## src/rtl/pxs_cursor_ctrl.sv

```systemverilog
// rtl/pxs_cursor_ctrl.sv - text-console cursor/character controller
//
// Accepts a byte stream of characters, writes printable ones into text video
// memory, handles CR/LF/BS/FF, clears rows/screen, and drives the cursor
// position plus blink/enable flags for the cursor overlay stage.
//
// Ports:
//   px_clk      in   pixel clock, the only clock
//   reset       in   synchronous active-high reset
//   RGBStr_i    in   Pxs RGB stream; only XC/YC are used (frame timing)
//   char_valid  in   character byte offered
//   char_data   in   character byte
//   char_ready  out  a byte can be accepted this cycle
//   wr_en       out  text-RAM write strobe (1-cycle pulse)
//   wr_addr     out  text-RAM address = row*COLS + col
//   wr_data     out  text-RAM data
//   cursor_x    out  cursor column
//   cursor_y    out  cursor row
//   tcursor     out  [0] blink phase (1=visible), [1] enable, [3:2] zero
module pxs_cursor_ctrl #(
  parameter int COLS         = 80,
  parameter int ROWS         = 60,
  parameter int BLINK_FRAMES = 30
) (
  input  logic        px_clk,
  input  logic        reset,
  input  logic [25:0] RGBStr_i,
  input  logic        char_valid,
  input  logic [7:0]  char_data,
  output logic        char_ready,
  output logic        wr_en,
  output logic [12:0] wr_addr,
  output logic [7:0]  wr_data,
  output logic [6:0]  cursor_x,
  output logic [6:0]  cursor_y,
  output logic [3:0]  tcursor
);

  // Pxs stream layout: {colour[5:0], XC[9:0], YC[9:0]}
  localparam int XC_LSB = 10;
  localparam int YC_LSB = 0;
  localparam int TOTAL  = COLS * ROWS;
  localparam int BW     = (BLINK_FRAMES > 1) ? $clog2(BLINK_FRAMES) : 1;

  typedef enum logic [1:0] {IDLE, CLR_ROW, CLR_ALL} state_t;

  state_t        state;
  logic [12:0]   clr_addr;
  logic [12:0]   clr_end;
  logic          blink_on;
  logic          cur_en;
  logic [BW-1:0] blink_cnt;
  logic          frame_q;
  logic          frame_tick;

  logic [9:0]    xc;
  logic [9:0]    yc;
  logic          frame_cond;
  logic          unused_rgb;

  assign xc         = RGBStr_i[XC_LSB +: 10];
  assign yc         = RGBStr_i[YC_LSB +: 10];
  assign frame_cond = (xc == 10'd0) && (yc == 10'd0);
  assign unused_rgb = ^RGBStr_i[25:20];

  assign tcursor = {2'b00, cur_en, blink_on};

  logic        accept;
  logic        is_print;
  logic        x_last;
  logic [6:0]  y_next;
  logic [12:0] cur_addr;
  logic [12:0] next_row_base;
  logic        start_row;

  always_comb begin
    accept        = char_valid && char_ready;
    is_print      = (char_data >= 8'h20) && (char_data <= 8'h7E);
    x_last        = (cursor_x == 7'(COLS - 1));
    y_next        = (cursor_y == 7'(ROWS - 1)) ? 7'd0 : cursor_y + 7'd1;
    cur_addr      = 13'(cursor_y) * 13'(COLS) + 13'(cursor_x);
    next_row_base = 13'(y_next) * 13'(COLS);
    // A newline happens on LF or on a printable in the last column.
    start_row     = accept && ((char_data == 8'h0A) || (is_print && x_last));
  end

  always_ff @(posedge px_clk) begin
    if (reset) begin
      state      <= IDLE;
      cursor_x   <= '0;
      cursor_y   <= '0;
      wr_en      <= 1'b0;
      wr_addr    <= '0;
      wr_data    <= '0;
      char_ready <= 1'b1;
      blink_on   <= 1'b1;
      cur_en     <= 1'b1;
      blink_cnt  <= '0;
      frame_q    <= 1'b0;
      frame_tick <= 1'b0;
      clr_addr   <= '0;
      clr_end    <= '0;
    end else begin
      wr_en <= 1'b0;

      // Frame tick: registered rising edge of the (0,0) pixel condition.
      frame_q    <= frame_cond;
      frame_tick <= frame_cond && !frame_q;

      // Any accepted byte makes the cursor visible and restarts the phase.
      if (accept) begin
        blink_on  <= 1'b1;
        blink_cnt <= '0;
      end else if (frame_tick) begin
        if (blink_cnt == BW'(BLINK_FRAMES - 1)) begin
          blink_cnt <= '0;
          blink_on  <= ~blink_on;
        end else begin
          blink_cnt <= blink_cnt + 1'b1;
        end
      end

      case (state)
        IDLE: begin
          if (accept) begin
            if (is_print) begin
              wr_en   <= 1'b1;
              wr_addr <= cur_addr;
              wr_data <= char_data;
              if (x_last) begin
                cursor_x <= '0;
                cursor_y <= y_next;
              end else begin
                cursor_x <= cursor_x + 7'd1;
              end
            end else begin
              case (char_data)
                8'h0D: cursor_x <= '0;
                8'h0A: cursor_y <= y_next;
                8'h08: if (cursor_x != 7'd0) cursor_x <= cursor_x - 7'd1;
                8'h0C: begin
                  cursor_x   <= '0;
                  cursor_y   <= '0;
                  state      <= CLR_ALL;
                  clr_addr   <= '0;
                  clr_end    <= 13'(TOTAL - 1);
                  char_ready <= 1'b0;
                  cur_en     <= 1'b0;
                end
                default: ;
              endcase
            end
            if (start_row) begin
              state      <= CLR_ROW;
              clr_addr   <= next_row_base;
              clr_end    <= next_row_base + 13'(COLS - 1);
              char_ready <= 1'b0;
              cur_en     <= 1'b0;
            end
          end
        end
        CLR_ROW, CLR_ALL: begin
          wr_en    <= 1'b1;
          wr_addr  <= clr_addr;
          wr_data  <= 8'h20;
          clr_addr <= clr_addr + 13'd1;
          if (clr_addr == clr_end) begin
            state      <= IDLE;
            char_ready <= 1'b1;
            cur_en     <= 1'b1;
          end
        end
        default: state <= IDLE;
      endcase
    end
  end

endmodule

```

## config.mk

```make
export PLATFORM = sky130hd
export DESIGN_NAME = pxs_cursor_ctrl
export DESIGN_NICKNAME = d
export VERILOG_FILES = /design/src/rtl/pxs_cursor_ctrl.sv
export SDC_FILE = /design/constraint.sdc
export NUM_CORES = 1
export LEC_CHECK = 0
export CORE_ASPECT_RATIO = 1.25
export CORE_UTILIZATION = 35
export CTS_BUF_LIST = sky130_fd_sc_hd__clkbuf_16
export DETAILED_ROUTE_END_ITERATION = 6
export PLACE_DENSITY = 0.67
export SLEW_MARGIN = 20
export SYNTH_ARGS = -nofsm -noshare
export SYNTH_HDL_FRONTEND = slang
export SYNTH_SLANG_ARGS = --single-unit
```

## constraint.sdc

```tcl
create_clock -name px_clk -period 4.28 [get_ports px_clk]
set_clock_uncertainty 0.1 [all_clocks]
set_input_delay 0.642 -clock px_clk [delete_from_list [all_inputs] [get_ports px_clk]]
set_output_delay 0.642 -clock px_clk [all_outputs]
set_load 0.005 [all_outputs]
```

==> key figures, run 1 <==
Outcome
  • Status: finished clean

Synth
  • Seq cells post-synth: 70
  • Synthesized area per cell: 8.33 um2
  • Ys Warns: 0
  • Post-synth top area share: 30.9%
  • Most frequent cell after synthesis: dfxtp_1
  • List of most frequent post-synthesis cells: dfxtp_1 (70), nor2_1 (55), nand2_1 (37)
  • Prevailing post-synth register cell: dfxtp_1
  • Largest family of logic cells by synthesized area: simple AND/OR/NAND/NOR gates
  • Top post-synthesis cells by area: dfxtp_1 (31%), ha_1 (9.1%), nor2_1 (4.5%)
  • Netlist area before placement: 4540 um2
  • Number of flops mapped to enable cells by yosys: 0
  • Post-synthesis share of cell area spent on and, or, nand and nor gates: 23.3%
  • Unique masters post-synth: 74
  • Async SR Flop Fraction: 0%
  • Post-Synth XOR/XNOR Area: 7.33%
  • Post-Synthesis Cells: 545
  • Area leader, netlist: dfxtp_1
  • Multiplexer area fraction after synthesis: 1.98%
  • Synth Area in Compound Gates: 20.7%
  • Post-synthesis sequential area ratio: 30.9%
  • Fraction of the mapped netlist area in adder cells: 10.4%

Setup path
  • R2r worst-path depth: 12
  • WP data required: around 4400 ps
  • Worst r2r src: cursor_y[0]
  • Critical Path Fanout Max: 4
  • Startpoint types: register
  • CP Class: register to register
  • CP endpoint kind: register
  • Crit path arrival time: 3960 ps
  • R2R Setup Slk: 460 ps
  • Worst R2R End: clr_end[11]

Global route
  • Vias in the first global route: 4,186
  • GR Overflow Total: 0
  • First-pass GRT wire length: 20.5 mm
  • Initial antenna violation count: 0
  • Largest net degree at the start of global routing: 40
  • Total track usage: 19.1%

Timing
  • Fmax: 262 MHz
  • Fin crit period: approximately 3800 ps
  • Final hold violation count: 0
  • RSZ-0062 raised after global routing: no
  • Slew @ Worst Pin: 823 ps
  • Slew HR: 45.1%
  • Setup-failing EPs final: 0
  • Setup WS post-layout: 465 ps
  • Period utilization: 89.1%
  • Setup TNS Final: 0 ps
  • Slew Limit Fails: 0

Clock network
  • Setup bufs post-CTS: 0
  • CTS Sinks: 70
  • Max Buffers Root-to-Sink: 2
  • Num CTS Buffers: 9
  • Latest clock arrival within the worst-skew pair: 330 ps
  • CTS tree: built
  • Post-CTS resize count: 0
  • Clock slew seen by the registers of the worst setup and hold paths: 50 ps
  • Depth of the CTS H-tree: 3
  • Hold bufs inserted after CTS: 0
  • CTS root buf: clkbuf_16

Placed design
  • # port buffers: 69
  • DP Worst Slack: between 500 and 600 ps
  • Placed cell count: 754
  • Detailed placement HPWL: 9.46 mm
  • Gpl congestion: approximately 0.86
  • Placement Cell Area: 5310 um2

Detailed routing
  • Antenna-violating nets left: 0
  • DRT iter0 DRCs: 264
  • DR pass1 iterations: 5
  • Vias: 4,358
  • DRC violation count after routing: 0
  • Post-Route WL: 12.8 mm
  • Vias/cell: roughly 5.7
  • Routed len/inst: 16.6 um

Run
  • Max-cap violation count: 0

Cells and area
  • Fin cells: 768
  • NumNets Final: 670
  • Area Growth Syn to Fin: 22.3%
  • Fin util: 43.9%
  • Share of cells above drive strength 1: ~6.5%
  • Final instance area: ~5600 um2
  • ANT cells: 0

Floorplanning
  • Die area: 13,400 um2
  • Row count: 46
  • Die extent in y: about 130 um
  • Starting Density: 35.9%
  • Io pins: 78
  • Chip Width: about 100 um
  • Core box area: 12,700 um2

Power and ir drop
  • LEAKAGE: 0.00207 uW
  • Power Dens Cells: between 200 and 300 nW/um2
  • Peak VDD IR: 210 uV

Hold path
  • Worst min-delay path startpoint: frame_q
  • Worst Hold End: frame_tick
  • Hold path cells: 1
  • Min-Delay Path Class: register to register
==> how the worst max path moves through the flow <==
stage	start	end	slack [ps]	depth (start not counted)
finish	cursor_y[0]	clr_end[11]	460	12
global route	cursor_y[1]	clr_end[11]	240	12
CTS	cursor_y[0]	clr_end[11]	470	12
detailed placement	cursor_y[0]	clr_end[11]	560	12
global placement	cursor_y[0]	clr_end[12]	690	13
floorplan	cursor_y[1]	clr_end[11]	860	12
==> sequential cells by signal, indices dropped and copies added (netlist names) <==
signal / count
clr_addr: 13
wr_addr: 13
clr_end: 10
wr_data: 8
cursor_x: 7
cursor_y: 7
blink_cnt: 5
state: 2
blink_on: 1
cur_en: 1
frame_q: 1
frame_tick: 1
wr_en: 1
==> cell families (layout without fill, tap and decap cells) <==
family	count (synthesis)	in the layout
and+or+nand+nor	206	206
xor gates and xnor gates	38	38
AOI/OAI and AO/OA	132	132
adders and majority gates	36	36
DFF	70	70
muxes	9	9
buffers and inverters	53	107
other	1	2
==> routing by layer <==
layer / GRT usage [%] / up-vias / part of all wire, %
met1: 21.6 / 2111 / 41
met4: 12.1 / 0 / 4.1
met5: 0 / - / 0
li1: - / 2096 / -
met3: 2.72 / 33 / 3.4
met2: 34.0 / 118 / 51
==> power by group <==
group	total [uW]	internal (uW)	switching, uW
registers	680	665	15.2
clock network	636	375	260
logic	159	79.0	80.1
total	1480	1120	356
==> critical path: stages (launching register included) <==
cell and delay (ps):
dfxtp_1 340, ha_1 250, inv_1 80, nor4_1 550, nor2_1 220, ha_1 340
ha_1 240, fa_1 420, xor2_1 320, inv_1 110, or3_1 370, xor2_1 150
o32ai_1 230
==> area by class of cell <==
type                       instances  area [um2]
clock buffer                       9         225
clock inverter                     5        20.0
fill                            1301        7110
inverter                          18        67.6
multi-input combinational        423        2900
sequential                        70        1400
tap                              168         210
timing repair buffer              75         731
==> through the flow <==
step / hold WS, ps / power (uW)
after global routing: 297 / 1530
after CTS: 287 / 1480
after detailed placement: 285 / 851
after global placement: 275 / 847
after floorplan: 267 / 773
final: 284 / 1480
==> cell usage in the layout (no fill, tap or decap), types with 5 or more instances in the layout <==
master,count
dfxtp_1,70
clkdlybuf4s50_1,68
nor2_1,55
nand2_1,37
a21oi_1,35
nand3_1,35
ha_1,33
xnor2_1,23
inv_1,19
nor3_1,16
xor2_1,15
a211oi_1,14
o21ai_0,11
a22oi_1,10
and3_1,10
mux2i_1,9
nand4_1,9
clkbuf_16,9
buf_4,6
o221a_2,5
a21o_1,5
o22ai_1,5
nor2b_1,5
nand2b_1,5
a31oi_1,5
nor4_1,5
Note: power is estimated with default switching activity, not from simulation.
==> run 2, diff against run 1 <==
--- a/config.mk
+++ b/config.mk
@@ -9,7 +9,8 @@
 export CORE_UTILIZATION = 35
 export CTS_BUF_LIST = sky130_fd_sc_hd__clkbuf_16
 export DETAILED_ROUTE_END_ITERATION = 6
-export PLACE_DENSITY = 0.67
+export DONT_BUFFER_PORTS = 1
+export PLACE_DENSITY = 0.59
 export SLEW_MARGIN = 20
 export SYNTH_ARGS = -nofsm -noshare
 export SYNTH_HDL_FRONTEND = slang
==> key figures, run 2 (synthesis gave the netlist of run 1 again) <==
Setup path
  • Critical Path Fanout Max: 4 (unchanged)
  • Critical path buffers and inverters: 2 (unchanged)
  • CP Cell Sequence: ha_1, inv_1, nor4_1, nor2_1, ha_1, ha_1, fa_1, xor2_1, inv_1, or3_1, xor2_1, o32ai_1
  • CP endpoint kind: register
  • WP data required: 4410 ps (about the same)
  • CP Class: register to register
  • Crit path top cell by count: ha_1
  • Crit path launch: cursor_y[1]
  • Startpoint types: register
  • Slowest CP cell: nor4_1
  • CP top delay family: adder cells
  • Crit path arrival time: 3860 ps (-100 ps)
  • Worst r2r src: cursor_y[1]
  • CP max stage delay: 510 ps (-40 ps)
  • R2R Setup Slk: 550 ps (+90 ps)

Clock network
  • CTS tree: built
  • Num CTS Buffers: 9 (unchanged)
  • Latest clock arrival within the worst-skew pair: 330 ps (about the same)
  • CTS Sinks: 70 (unchanged)
  • Max Buffers Root-to-Sink: 2 (unchanged)
  • Clock slew seen by the registers of the worst setup and hold paths: 60 ps (about the same)
  • Post-CTS resize count: 0 (unchanged)
  • Depth of the CTS H-tree: 3 (unchanged)
  • CTS root buf: clkbuf_16
  • Hold bufs inserted after CTS: 0 (unchanged)
  • Setup bufs post-CTS: 0 (unchanged)

Floorplanning
  • Chip Width: 104 um (unchanged)
  • Die extent in y: 129 um (unchanged)
  • Starting Density: 35.9% (unchanged)
  • Die area: 13,400 um2 (unchanged)
  • Io pins: 78 (unchanged)
  • Row count: 46 (unchanged)
  • Core box area: 12,700 um2 (unchanged)

Timing
  • Setup-failing EPs final: 0 (unchanged)
  • Slew @ Worst Pin: 846 ps (+22.6 ps)
  • RSZ-0062 raised after global routing: no
  • Fmax: 268 MHz (+2.3%)
  • Slew HR: 43.2% (-1.9 points)
  • Period utilization: 87.1% (-2.0 points)
  • Fin crit period: 3730 ps (-87.1 ps)
  • Setup TNS Final: 0 ps (unchanged)
  • Slew Limit Fails: 0 (unchanged)
  • Final hold violation count: 0 (unchanged)

Detailed routing
  • Routed len/inst: 17.5 um (+5.2%)
  • DRC violation count after routing: 0 (unchanged)
  • Vias: 4,064 (-6.7%)
  • DRT iter0 DRCs: 341 (+29%)
  • Vias/cell: 5.81 (+2.5%)
  • DR pass1 iterations: 5 (unchanged)
  • Antenna-violating nets left: 0 (unchanged)
  • Post-Route WL: 12.2 mm (-4.2%)

Cells and area
  • ANT cells: 0 (unchanged)
  • Fin util: 38.5% (-5.4 points)
  • Area Growth Syn to Fin: 7.38%
  • FF+latch area: 1400 um2 (unchanged)
  • # fillers: 1,334 (+2.5%)
  • Multi-input logic area: 2900 um2 (unchanged)
  • Biggest regs: clr_addr (13), wr_addr (13), clr_end (10)
  • Commonest non-fill, non-tap cell in the layout: dfxtp_1
  • Fin cells: 699 (-9.0%)
  • Share of cells above drive strength 1: 7.72% (+1.2 points)
  • NumNets Final: 599 (-11%)
  • Most frequent cells in the layout: dfxtp_1 (70), nor2_1 (55), nand2_1 (37)

Global route
  • GR Overflow Total: 0 (unchanged)
  • Vias in the first global route: 3,897 (-6.9%)
  • Total track usage: 18.5% (-0.63 points)
  • First-pass GRT wire length: 19.6 mm (-4.3%)
  • Largest net degree at the start of global routing: 59 (+48%)
  • Initial antenna violation count: 0 (unchanged)

Power and ir drop
  • Psw: 360 uW (+1.1%)
  • Sw Share: 24.9% (+0.74 points)
  • Comb pwr share: 6.2% (-4.6 points)
  • Power Dens Cells: 297 nW/um2 (+12%)
  • LEAKAGE: 0.00181 uW (-13%)
  • Peak VDD IR: 224 uV (+6.4%)
  • Int Power: 1090 uW (-2.9%)
  • Flop pwr share: 47.2% (+1.1 points)
  • Clk network pwr share: 46.6% (+3.5 points)

Placed design
  • # port buffers: 0 (-100%)
  • Placed cell count: 683 (-9.4%)
  • Gpl congestion: 0.855 (-0.84%)
  • Detailed placement HPWL: 9.03 mm (-4.5%)

Outcome
  • Status: finished clean

Hold path
  • Min-Delay Path Class: input port to register
  • Worst min-delay path startpoint: reset

Run
  • Max-cap violation count: 0 (unchanged)
## run 2: layer usage
metal  GRT usage [%]  vias up  wire (um)
li1                -     1956          -
met1            20.2     1943       4910
met2            32.2      136       6180
met3            4.48       29        631
met4            11.8        0        497
met5               0        -          0
## run 2: final timing paths
check | endpoint | cells after the start
max reg2reg | clr_end[11] | 12
max | clr_end[11] | 12
min reg2reg | frame_tick | 1
min | clr_end[12] | 1
## run 2: area by class of cell
cell class	instances	share of cell area [%]
flip-flops and latches	70	28.7
clock buffers	9	4.62
repair buffers	4	0.616
clock inverters	7	0.847
multi-input cells	423	59.5
inverters	18	1.39
well taps	168	4.31
## run 2: worst register-to-register path: stages (launching register included)
cell	delay (ps)
dfxtp_1	330
ha_1	230
inv_1	80
nor4_1	510
nor2_1	200
ha_1	340
ha_1	240
fa_1	400
xor2_1	340
inv_1	100
or3_1	370
xor2_1	150
o32ai_1	240
## run 2: power groups by stage
| stage | sequential [uW] | clock [uW] | combinational (uW) |
|---|---|---|---|
| 2_1_floorplan | 689 | 0 | 84.1 |
| 3_3_place_gp | 697 | 0 | 87.3 |
| 3_5_place_dp | 697 | 0 | 89.0 |
| 4_1_cts | 683 | 685 | 89.8 |
| 5_1_grt | 684 | 717 | 100 |
| 6_report | 683 | 674 | 89.9 |
## run 2: stage by stage
| step | cell area, um2 | total power [uW] | hold WS, ps | setup slack (ps) |
|---|---|---|---|---|
| 2_1_floorplan | 4550 | 773 | 267 | 855 |
| 3_3_place_gp | 4610 | 784 | 278 | 667 |
| 3_5_place_dp | 4610 | 786 | 272 | 582 |
| 4_1_cts | 4880 | 1460 | 276 | 561 |
| 5_1_grt | 4880 | 1500 | 257 | 225 |
| 6_report | 4880 | 1450 | 277 | 552 |
==> run 3, diff against run 2 <==
--- a/config.mk
+++ b/config.mk
@@ -10,6 +10,7 @@
 export CTS_BUF_LIST = sky130_fd_sc_hd__clkbuf_16
 export DETAILED_ROUTE_END_ITERATION = 6
 export DONT_BUFFER_PORTS = 1
+export GPL_ROUTABILITY_DRIVEN = 0
 export PLACE_DENSITY = 0.59
 export SLEW_MARGIN = 20
 export SYNTH_ARGS = -nofsm -noshare
==> results of run 3 <==
Same layout as run 2: the final DEF is identical, and so are final timing and power.
